`config.mk`:
```
export PLATFORM = sky130hd
export DESIGN_NAME = rv32_encoder
export DESIGN_NICKNAME = d
export VERILOG_FILES = /design/src/rtl/rv32_isa.sv /design/src/rtl/rv32_imm_pack.sv /design/src/rtl/rv32_encoder.sv
export SDC_FILE = /design/constraint.sdc
export NUM_CORES = 1
export LEC_CHECK = 0
export CORE_MARGIN = 2
export CORE_UTILIZATION = 39
export CTS_BUF_LIST = sky130_fd_sc_hd__clkbuf_2
export CTS_CLUSTER_DIAMETER = 120
export DETAILED_ROUTE_END_ITERATION = 8
export PLACE_DENSITY = 0.65
export SLEW_MARGIN = 10
export SYNTH_ARGS = -nofsm -noshare
export SYNTH_HDL_FRONTEND = slang
export SYNTH_HIERARCHICAL = 1
export SYNTH_SLANG_ARGS = --single-unit
```
`constraint.sdc`:
```
create_clock -name iClk -period 3.9 [get_ports iClk]
set_input_delay 0.975 -clock iClk [delete_from_list [all_inputs] [get_ports iClk]]
set_output_delay 0.975 -clock iClk [all_outputs]
set_load 0.1 [all_outputs]
```
`src/rtl/rv32_isa.sv`:
```
// rtl/rv32_isa.sv - RV32I encoder types: instruction formats, check codes, immediate ranges
package rv32_isa;

    // Instruction formats; encodings 6 and 7 are deliberately left unnamed (illegal).
    typedef enum logic [2:0] {
        FMT_R = 3'd0,
        FMT_I = 3'd1,
        FMT_S = 3'd2,
        FMT_B = 3'd3,
        FMT_U = 3'd4,
        FMT_J = 3'd5
    } fmt_e;

    // Check result; numerically larger codes win when several apply.
    typedef enum logic [1:0] {
        ERR_NONE    = 2'd0,
        ERR_RANGE   = 2'd1,
        ERR_ALIGN   = 2'd2,
        ERR_ILLEGAL = 2'd3
    } enc_err_e;

    // Signed byte-offset limits. B and J maxima are even because bit 0 is not encoded.
    localparam logic signed [31:0] IMM12_MIN = -32'sd2048;
    localparam logic signed [31:0] IMM12_MAX =  32'sd2047;
    localparam logic signed [31:0] IMMB_MIN  = -32'sd4096;
    localparam logic signed [31:0] IMMB_MAX  =  32'sd4094;
    localparam logic signed [31:0] IMMJ_MIN  = -32'sd1048576;
    localparam logic signed [31:0] IMMJ_MAX  =  32'sd1048574;

    function automatic logic in_range(input logic signed [31:0] v,
                                      input logic signed [31:0] lo,
                                      input logic signed [31:0] hi);
        return (v >= lo) && (v <= hi);
    endfunction

endpackage

```
`src/rtl/rv32_imm_pack.sv`:
```
// rtl/rv32_imm_pack.sv - scatters an immediate into instruction bits [31:7] and checks it
//
// Purpose: combinational immediate packer for the RV32I encoder.
// Ports:
//   fmt       in   3   instruction format (fmt_e encoding, 6/7 illegal)
//   imm       in   32  signed byte-offset immediate (U: full upper value)
//   imm_bits  out  25  immediate contribution to instruction bits [31:7];
//                      zero wherever the format places register/funct fields
//   err       out  2   format/alignment/range check result (enc_err_e)
module rv32_imm_pack
    import rv32_isa::*;
(
    input  logic [2:0]  fmt,
    input  logic [31:0] imm,
    output logic [24:0] imm_bits,
    output enc_err_e    err
);

    logic signed [31:0] simm;
    assign simm = imm;

    // imm_bits[k] lands on instruction bit k+7.
    always_comb begin
        imm_bits = '0;
        case (fmt)
            FMT_I: imm_bits[24:13] = imm[11:0];
            FMT_S: begin
                imm_bits[24:18] = imm[11:5];
                imm_bits[4:0]   = imm[4:0];
            end
            FMT_B: begin
                imm_bits[24]    = imm[12];
                imm_bits[23:18] = imm[10:5];
                imm_bits[4:1]   = imm[4:1];
                imm_bits[0]     = imm[11];
            end
            FMT_U: imm_bits[24:5] = imm[31:12];
            FMT_J: begin
                imm_bits[24]    = imm[20];
                imm_bits[23:14] = imm[10:1];
                imm_bits[13]    = imm[11];
                imm_bits[12:5]  = imm[19:12];
            end
            default: imm_bits = '0;
        endcase
    end

    // Alignment is tested before range so an odd offset reports as misaligned
    // even when it also lies outside the encodable window.
    always_comb begin
        err = ERR_NONE;
        case (fmt)
            FMT_R: err = ERR_NONE;
            FMT_I, FMT_S: begin
                if (!in_range(simm, IMM12_MIN, IMM12_MAX)) err = ERR_RANGE;
            end
            FMT_B: begin
                if (imm[0])                                 err = ERR_ALIGN;
                else if (!in_range(simm, IMMB_MIN, IMMB_MAX)) err = ERR_RANGE;
            end
            FMT_U: begin
                if (imm[11:0] != 12'd0) err = ERR_ALIGN;
            end
            FMT_J: begin
                if (imm[0])                                 err = ERR_ALIGN;
                else if (!in_range(simm, IMMJ_MIN, IMMJ_MAX)) err = ERR_RANGE;
            end
            default: err = ERR_ILLEGAL;
        endcase
    end

endmodule

```
`src/rtl/rv32_encoder.sv`:
```
// rtl/rv32_encoder.sv - two-stage pipelined RV32I instruction encoder with field checks
//
// Purpose: packs opcode/register/funct/immediate fields into a 32-bit RV32I word.
//   S1 holds accepted fields, S2 holds the encoded word and its check result.
//   Rejected requests are delivered as NOP_WORD with oErr set.
// Ports:
//   iClk, iRst            clock, synchronous active-high reset
//   iValid / oReady       request handshake
//   iFmt, iOpCode, iRD, iRS1, iRS2, iFunc3, iFunc7, iImm   request fields
//   oValid / iReady       result handshake
//   oIns, oErr, oErrCode  encoded word and check result
//   oErrCnt               saturating count of delivered rejected words
module rv32_encoder
    import rv32_isa::*;
#(
    parameter int          ERR_CNT_W = 16,
    parameter logic [31:0] NOP_WORD  = 32'h0000_0013
) (
    input  logic                 iClk,
    input  logic                 iRst,
    input  logic                 iValid,
    output logic                 oReady,
    input  logic [2:0]           iFmt,
    input  logic [6:0]           iOpCode,
    input  logic [4:0]           iRD,
    input  logic [4:0]           iRS1,
    input  logic [4:0]           iRS2,
    input  logic [2:0]           iFunc3,
    input  logic [6:0]           iFunc7,
    input  logic [31:0]          iImm,
    output logic                 oValid,
    input  logic                 iReady,
    output logic [31:0]          oIns,
    output logic                 oErr,
    output logic [1:0]           oErrCode,
    output logic [ERR_CNT_W-1:0] oErrCnt
);

    logic        s1_valid;
    logic [2:0]  s1_fmt;
    logic [6:0]  s1_op;
    logic [4:0]  s1_rd;
    logic [4:0]  s1_rs1;
    logic [4:0]  s1_rs2;
    logic [2:0]  s1_f3;
    logic [6:0]  s1_f7;
    logic [31:0] s1_imm;

    logic        s2_adv;
    logic        s1_adv;

    logic [24:0] imm_bits;
    logic [24:0] reg_bits;
    enc_err_e    pack_err;
    enc_err_e    enc_err;
    logic [31:0] enc_word;

    // S2 frees up when empty or being consumed; S1 can then move forward.
    assign s2_adv = !oValid || iReady;
    assign s1_adv = !s1_valid || s2_adv;
    assign oReady = s1_adv;

    rv32_imm_pack u_imm_pack (
        .fmt      (s1_fmt),
        .imm      (s1_imm),
        .imm_bits (imm_bits),
        .err      (pack_err)
    );

    // Register/funct fields for instruction bits [31:7]; positions the format
    // gives to the immediate stay zero so they can be OR-ed with imm_bits.
    always_comb begin
        reg_bits = '0;
        case (s1_fmt)
            FMT_R:        reg_bits = {s1_f7, s1_rs2, s1_rs1, s1_f3, s1_rd};
            FMT_I:        reg_bits = {12'd0, s1_rs1, s1_f3, s1_rd};
            FMT_S, FMT_B: reg_bits = {7'd0, s1_rs2, s1_rs1, s1_f3, 5'd0};
            FMT_U, FMT_J: reg_bits = {20'd0, s1_rd};
            default:      reg_bits = '0;
        endcase
    end

    assign enc_word = {imm_bits | reg_bits, s1_op};

    // Every RV32I major opcode ends in 2'b11; anything else is a compressed
    // or reserved encoding and outranks immediate problems.
    always_comb begin
        enc_err = pack_err;
        if (s1_op[1:0] != 2'b11) enc_err = ERR_ILLEGAL;
    end

    always_ff @(posedge iClk) begin
        if (iRst) begin
            s1_valid <= 1'b0;
            s1_fmt   <= '0;
            s1_op    <= '0;
            s1_rd    <= '0;
            s1_rs1   <= '0;
            s1_rs2   <= '0;
            s1_f3    <= '0;
            s1_f7    <= '0;
            s1_imm   <= '0;
            oValid   <= 1'b0;
            oIns     <= '0;
            oErr     <= 1'b0;
            oErrCode <= '0;
            oErrCnt  <= '0;
        end else begin
            if (oValid && iReady && oErr && (oErrCnt != {ERR_CNT_W{1'b1}})) begin
                oErrCnt <= oErrCnt + ERR_CNT_W'(1);
            end

            if (s1_adv) begin
                s1_valid <= iValid;
                if (iValid) begin
                    s1_fmt <= iFmt;
                    s1_op  <= iOpCode;
                    s1_rd  <= iRD;
                    s1_rs1 <= iRS1;
                    s1_rs2 <= iRS2;
                    s1_f3  <= iFunc3;
                    s1_f7  <= iFunc7;
                    s1_imm <= iImm;
                end
            end

            if (s2_adv) begin
                oValid <= s1_valid;
                if (s1_valid) begin
                    oIns     <= (enc_err != ERR_NONE) ? NOP_WORD : enc_word;
                    oErr     <= (enc_err != ERR_NONE);
                    oErrCode <= enc_err;
                end
            end
        end
    end

endmodule

```
# --- Yosys cells after proc, flatten, opt, wreduce, memory -nomap -nowiden ---
# Cells that the tools add are included.
totals:
  inputBits: 71
  n_memories: 0
  latchBits: 0
  rom_bits: 0
  ramBits: 0
  output_inout_bits: 53
  wordCells: 61
  register_bits: 120
op_classes:
  div: 0
  mul: 0
  muxes: 14
  n_eq_ne: 7
  order_cmp: 6
  bitwise_logic: 1
  shift: 0
  add_sub_neg: 1
  n_reduce_logical: 18
ops:
  columns: ["op", "n"]
  rows:
  - ["25-bit one-hot mux with 4 select lines", 1]
  - ["32-bit by 12-bit greater-or-equal comparator with 1-bit output, second input constant", 1]
  - ["32-bit by 13-bit greater-or-equal comparator with 1-bit output, second input constant", 1]
  - ["32-bit by 21-bit greater-or-equal comparator with 1-bit output, second input constant", 1]
  - ["32-bit by 12-bit less-or-equal comparator with 1-bit output, second input constant", 1]
  - ["32-bit by 13-bit less-or-equal comparator with 1-bit output, second input constant", 1]
  - ["32-bit by 21-bit less-or-equal comparator with 1-bit output, second input constant", 1]
  - ["32-bit two-way mux", 1]
  - ["7-bit one-hot mux with 4 select lines", 1]
  - ["25-bit bitwise OR", 1]
  - ["16-bit by 1-bit adder with 16-bit output, second input constant", 1]
  - ["16-bit != test, second input constant", 1]
  - ["5-bit one-hot mux with 3 select lines", 1]
  - ["12-bit nonzero test", 1]
  - ["2-bit one-hot mux with 5 select lines", 1]
  - ["5-bit one-hot mux with 2 select lines", 1]
  - ["2-bit two-way mux", 4]
  - ["8-bit two-way mux", 1]
  - ["3-bit by 2-bit == test with 1-bit output, second input constant", 2]
  - ["3-bit == test, second input constant", 2]
  - ["1-bit logical AND", 6]
  - ["2-bit OR reduction", 3]
  - ["2-bit AND reduction", 2]
  - ["3-bit by 1-bit == test with 1-bit output, second input constant", 1]
  - ["6 further kinds", 10]

# --- Longest topological paths before layout ---
# Gate-level depths: netlist of run 1.
logic_depth:
  word_depth: 8
  ltp_mapped: 10
  mapped_depth_nobuf: 9

# --- By module ---
# Netlist of run 1, hierarchy kept.
modules_own_cells:
  columns: ["mod", "area_each_um2", "n_inst", "seq_area_each_um2", "cells_each"]
  rows:
  - ["rv32_encoder", 4574.4, 1, 2402.3, 569]
  - ["rv32_imm_pack", 576.8, 1, 0.0, 96]

# --- Least setup slack after synthesis of run 1 ---
# No wires, ideal clock.
synth_timing:
  path_type: "reg2reg"
  start: "reg oValid"
  end: "reg s1_f3[0]"
  slack_ns: 0.597
  path_stages_with_launch: 7
  path_buffers: 2
  setup_time_ns: 0.070
  arrival_time_ns: 3.233
  required_ns: 3.830
  period_less_slack_ns: 3.303
  cell_sequence: "dfxtp_1 nand3b_1 nand2_1 clkbuf_1 buf_1 nand2_1 a21oi_1"
synth_via:
  elab_chain_len: 4
synth_lines:
  columns: ["element", "line", "text"]
  rows:
  - ["from (decl)", "rv32_encoder.sv:31", "output logic oValid,"]
  - ["from (signal assigned)", "rv32_encoder.sv:128", "oValid <= s1_valid;"]
  - ["1-bit zero test", "rv32_encoder.sv:59", "assign s2_adv = !oValid || iReady;"]
  - ["1-bit logical OR", "rv32_encoder.sv:59", null]
  - ["1-bit logical OR", "rv32_encoder.sv:60", "assign s1_adv = !s1_valid || s2_adv;"]
  - ["net oReady", "rv32_encoder.sv:22", "output logic oReady,"]
  - ["2-bit AND reduction (no line)", null, null]
  - ["to (signal assigned)", "rv32_encoder.sv:121", "s1_f3 <= iFunc3;"]
  - ["to (decl)", "rv32_encoder.sv:45", "logic [2:0] s1_f3;"]
# The timed path passes the listed nets, and every way through them passes these cells.
# A chain may end at the register's enable or synchronous reset.

# --- Final worst setup path of run 1 ---
layout_timing:
  start: "reg oErrCnt[8]"
  end: "out oErrCnt[8]"
layout_lines:
  columns: ["element", "line", "text"]
  rows:
  - ["from (decl)", "rv32_encoder.sv:36", "output logic [ERR_CNT_W-1:0] oErrCnt"]
  - ["from (signal assigned)", "rv32_encoder.sv:110", "oErrCnt <= oErrCnt + ERR_CNT_W'(1);"]
# No word-level cell between the ends.

==> summary.txt, run 1 <==
Critical path
  • Crit end category: output port
  • Crit path max fanout: 7
  • R2R Path End: oIns[10]
  • Slowest cell on crit path: clkdlybuf4s50_1
  • Element type at the critical path start: register
  • Req. time, crit path: 2920 ps
  • Register-to-Register Path Depth: 10
  • WP data arrival: 2380 ps
  • Critical path, cell by cell: clkdlybuf4s50_1
  • CP top delay family: buffers and inverters
  • Buf+Inv Stages, Crit Path: 1
  • CP peak stage delay: 1190 ps
  • Critical path class: reg2out
  • Critical path startpoint: oErrCnt[8]
  • Levels on crit path: 1
  • Reg2reg setup slack: 1090 ps
  • Worst r2r src: s1_imm[26]

Global routing
  • Initial antenna violation count: 0
  • GRT Total Usage: 0.208
  • Gr ovfl total: 0
  • Vias in the first global route: 4751
  • Largest net degree at the start of global routing: 68
  • First-pass GRT wire length: 23500 um

Cells and area
  • Share of layout cells above drive strength 1: 0.0625
  • Final Util: 0.529
  • Most common cell after layout, fill and taps aside: nand2_1
  • Ant. Diodes: 0
  • Area growth syn-to-layout: 31.2%
  • Nets: 843
  • Commonest non-fill, non-tap cells in the layout: nand2_1, clkdlybuf4s50_1, dfxtp_1

Min path
  • Worst hold path type: reg2reg
  • Hold worst-path end: oIns[10]
  • Hold Startpoint: oIns[10]
  • Hold-critical path depth: 2

Synth
  • Post-synth net total: 737
  • Asr flop ratio synth: 0
  • Synthesized area: 5150 um^2
  • Gate Count Post-Synth: 665
  • Synth warn: 6
  • Synth Flop Type: dfxtp_1
  • Post-Syn Area per Cell: 7.75 um^2
  • Sequential element share of the synthesized area: 0.466
  • Netlist cell types: 45
  • Post-synth EDFFs: 0
  • Seq cells post-synth: 120

Clocking
  • Clock transition at path regs: 170 ps
  • Clk buf depth: 2
  • Root Buffer: clkbuf_2
  • Hold_buf cts: 0
  • Post-CTS Setup Inserts: 0
  • CTS Buf Count: 17
  • # H-tree levels: 4
  • Clk sinks: 120
  • CTS tree: done
  • Clock latency on the worst-skew pair: 710 ps
  • Post-cts resize count: 0

Detailed routing
  • Drt pass-1 iters: 6
  • Via Count: 5118
  • Post-Route WL: 14800 um
  • Remaining antenna violation count: 0
  • Drc violations: 0
  • Via density: 5.35
  • 1st-iter DRT viols: 453
  • Drt wl/cell: 15.5 um

Timing
  • Period minus WS final: 3360 ps
  • Slew Limit Fails: 0
  • Setup TNS: 0 ps
  • Worst-margin pin slew: 1010 ps
  • Worst setup margin: 543 ps
  • Fin. Hold Viols: 0
  • # setup viols final: 0
  • Max-slew headroom: 0.324
  • Final period utilization: 0.861
  • Hold slack final: 464 ps
  • Fmax achieved: 298 MHz
  • RSZ-0062 raised after global routing: false
  • Skew final: 36.8 ps

Placed design
  • Number of port buffers: 123
  • Routability Congestion: 0.840
  • Place WS: 655 ps
  • DP HPWL: 10400 um

Pwr
  • Max IR drop VDD: 0.227 mV
  • Lkg Pwr: 0.00243 uW
  • Switch Pwr: 670 uW
  • Int Power: 1750 uW
  • Switch share: 0.277
  • Clock Power Share: 0.330
  • Comb power frac: 0.124
  • PwrDens: 358 nW/um^2
  • Sequential fraction of design power: 0.546

Outcome
  • Status: finished, final reports clean

Die
  • Die width: 119 um
  • Starting Density: 0.403
  • Io pins: 124
  • Core area: 12800 um^2
  • Die Ht: 119 um
  • Rows: 41
  • Die area: 14100 um^2

Flow run
  • Max capacitance violation total: 0
-- synth_stat cells (2+ instances only) --
cell	instances	share of area
or3_1	6	0.0073
nor4_1	8	0.0097
a21o_1	8	0.012
dfxtp_1	120	0.47
a21oi_1	102	0.099
and2_1	13	0.016
clkbuf_1	42	0.031
or2_2	2	0.0024
mux2_2	3	0.0066
o21ai_0	28	0.027
nand4_1	15	0.018
nand3_1	7	0.0068
and3_1	2	0.0024
nand2b_1	4	0.0049
or4_1	8	0.012
a22oi_1	22	0.032
nor3_1	11	0.011
a21boi_0	2	0.0029
nor2b_1	18	0.022
nor4_2	3	0.0073
buf_1	2	0.0015
and3b_1	5	0.0085
nand2_1	166	0.12
nor2_1	35	0.026
inv_1	4	0.0029
o31ai_1	6	0.0087
a31oi_1	3	0.0036
a211oi_1	3	0.0044
-- sequential cells by signal, indices dropped and copies added (netlist names) --
| name | cells |
|---|---|
| s1_op | 7 |
| s1_fmt | 3 |
| oErrCode | 2 |
| oErrCnt | 16 |
| s1_f7 | 7 |
| s1_valid | 1 |
| s1_rd | 5 |
| s1_imm | 32 |
| s1_rs2 | 5 |
| oValid | 1 |
| s1_rs1 | 5 |
| s1_f3 | 3 |
| oErr | 1 |
| oIns | 32 |
-- per-layer routing --
| layer | share of wire | up-vias | wire, um | GRT usage |
|---|---|---|---|---|
| met5 | 0 | - | 0 | 0 |
| met4 | 0.015 | 0 | 229 | 0.0685 |
| met1 | 0.45 | 2374 | 6610 | 0.264 |
| met2 | 0.48 | 191 | 7050 | 0.343 |
| met3 | 0.061 | 23 | 908 | 0.0541 |
| li1 | - | 2530 | - | - |
-- cell families (layout without fill, tap and decap cells) --
logic type / Yosys count / count (layout) / synth area share
mux: 4 / 4 / 0.00850
compound gates: 181 / 181 / 0.201
flops: 120 / 120 / 0.466
simple gates: 309 / 309 / 0.284
xor+xnor: 1 / 1 / 0.00170
buf+inv: 49 / 168 / 0.0359
fa+ha+maj: 1 / 1 / 0.00243
-- power groups by stage --
| stage | Clock [uW] | Combinational (uW) | Sequential [uW] |
|---|---|---|---|
| 2_1_floorplan | 0 | 144 | 1370 |
| 3_3_place_gp | 0 | 295 | 1340 |
| 3_5_place_dp | 0 | 300 | 1350 |
| 4_1_cts | 817 | 301 | 1320 |
| 5_1_grt | 874 | 328 | 1330 |
| 6_report | 798 | 301 | 1320 |
-- per-stage QoR --
stage	cells	instance area (um^2)	total power, uW
after floorplan	665	5150	1510
after global placement	924	6530	1640
after detailed placement	924	6530	1650
after CTS	956	6760	2440
after global routing	956	6760	2530
final	956	6760	2420
-- how the worst max path moves through the flow --
stage | end
after floorplan | s1_f3[0]
after global placement | oErrCnt[15]
after detailed placement | oErrCnt[15]
after CTS | oErrCnt[8]
after global routing | oErrCnt[8]
final | oErrCnt[8]
-- area by class of cell --
type	count	area, um^2
Clock buffer	19	95.1
Clock inverter	13	135
Fill cell	1224	6010
Inverter	4	15.0
Multi-Input combinational cell	496	2580
Sequential cell	120	2400
Tap cell	172	215
Timing Repair Buffer	132	1320
Note: power is estimated with default switching activity, not from simulation.
==> inputs of run 2 (changes only) <==
--- a/config.mk
+++ b/config.mk
@@ -11,7 +11,7 @@
 export CTS_CLUSTER_DIAMETER = 120
 export DETAILED_ROUTE_END_ITERATION = 8
 export PLACE_DENSITY = 0.65
-export SLEW_MARGIN = 10
+export SLEW_MARGIN = 20
 export SYNTH_ARGS = -nofsm -noshare
 export SYNTH_HDL_FRONTEND = slang
 export SYNTH_HIERARCHICAL = 1
==> results of run 2 <==
Final layout, timing and power as in run 1 (identical DEF).
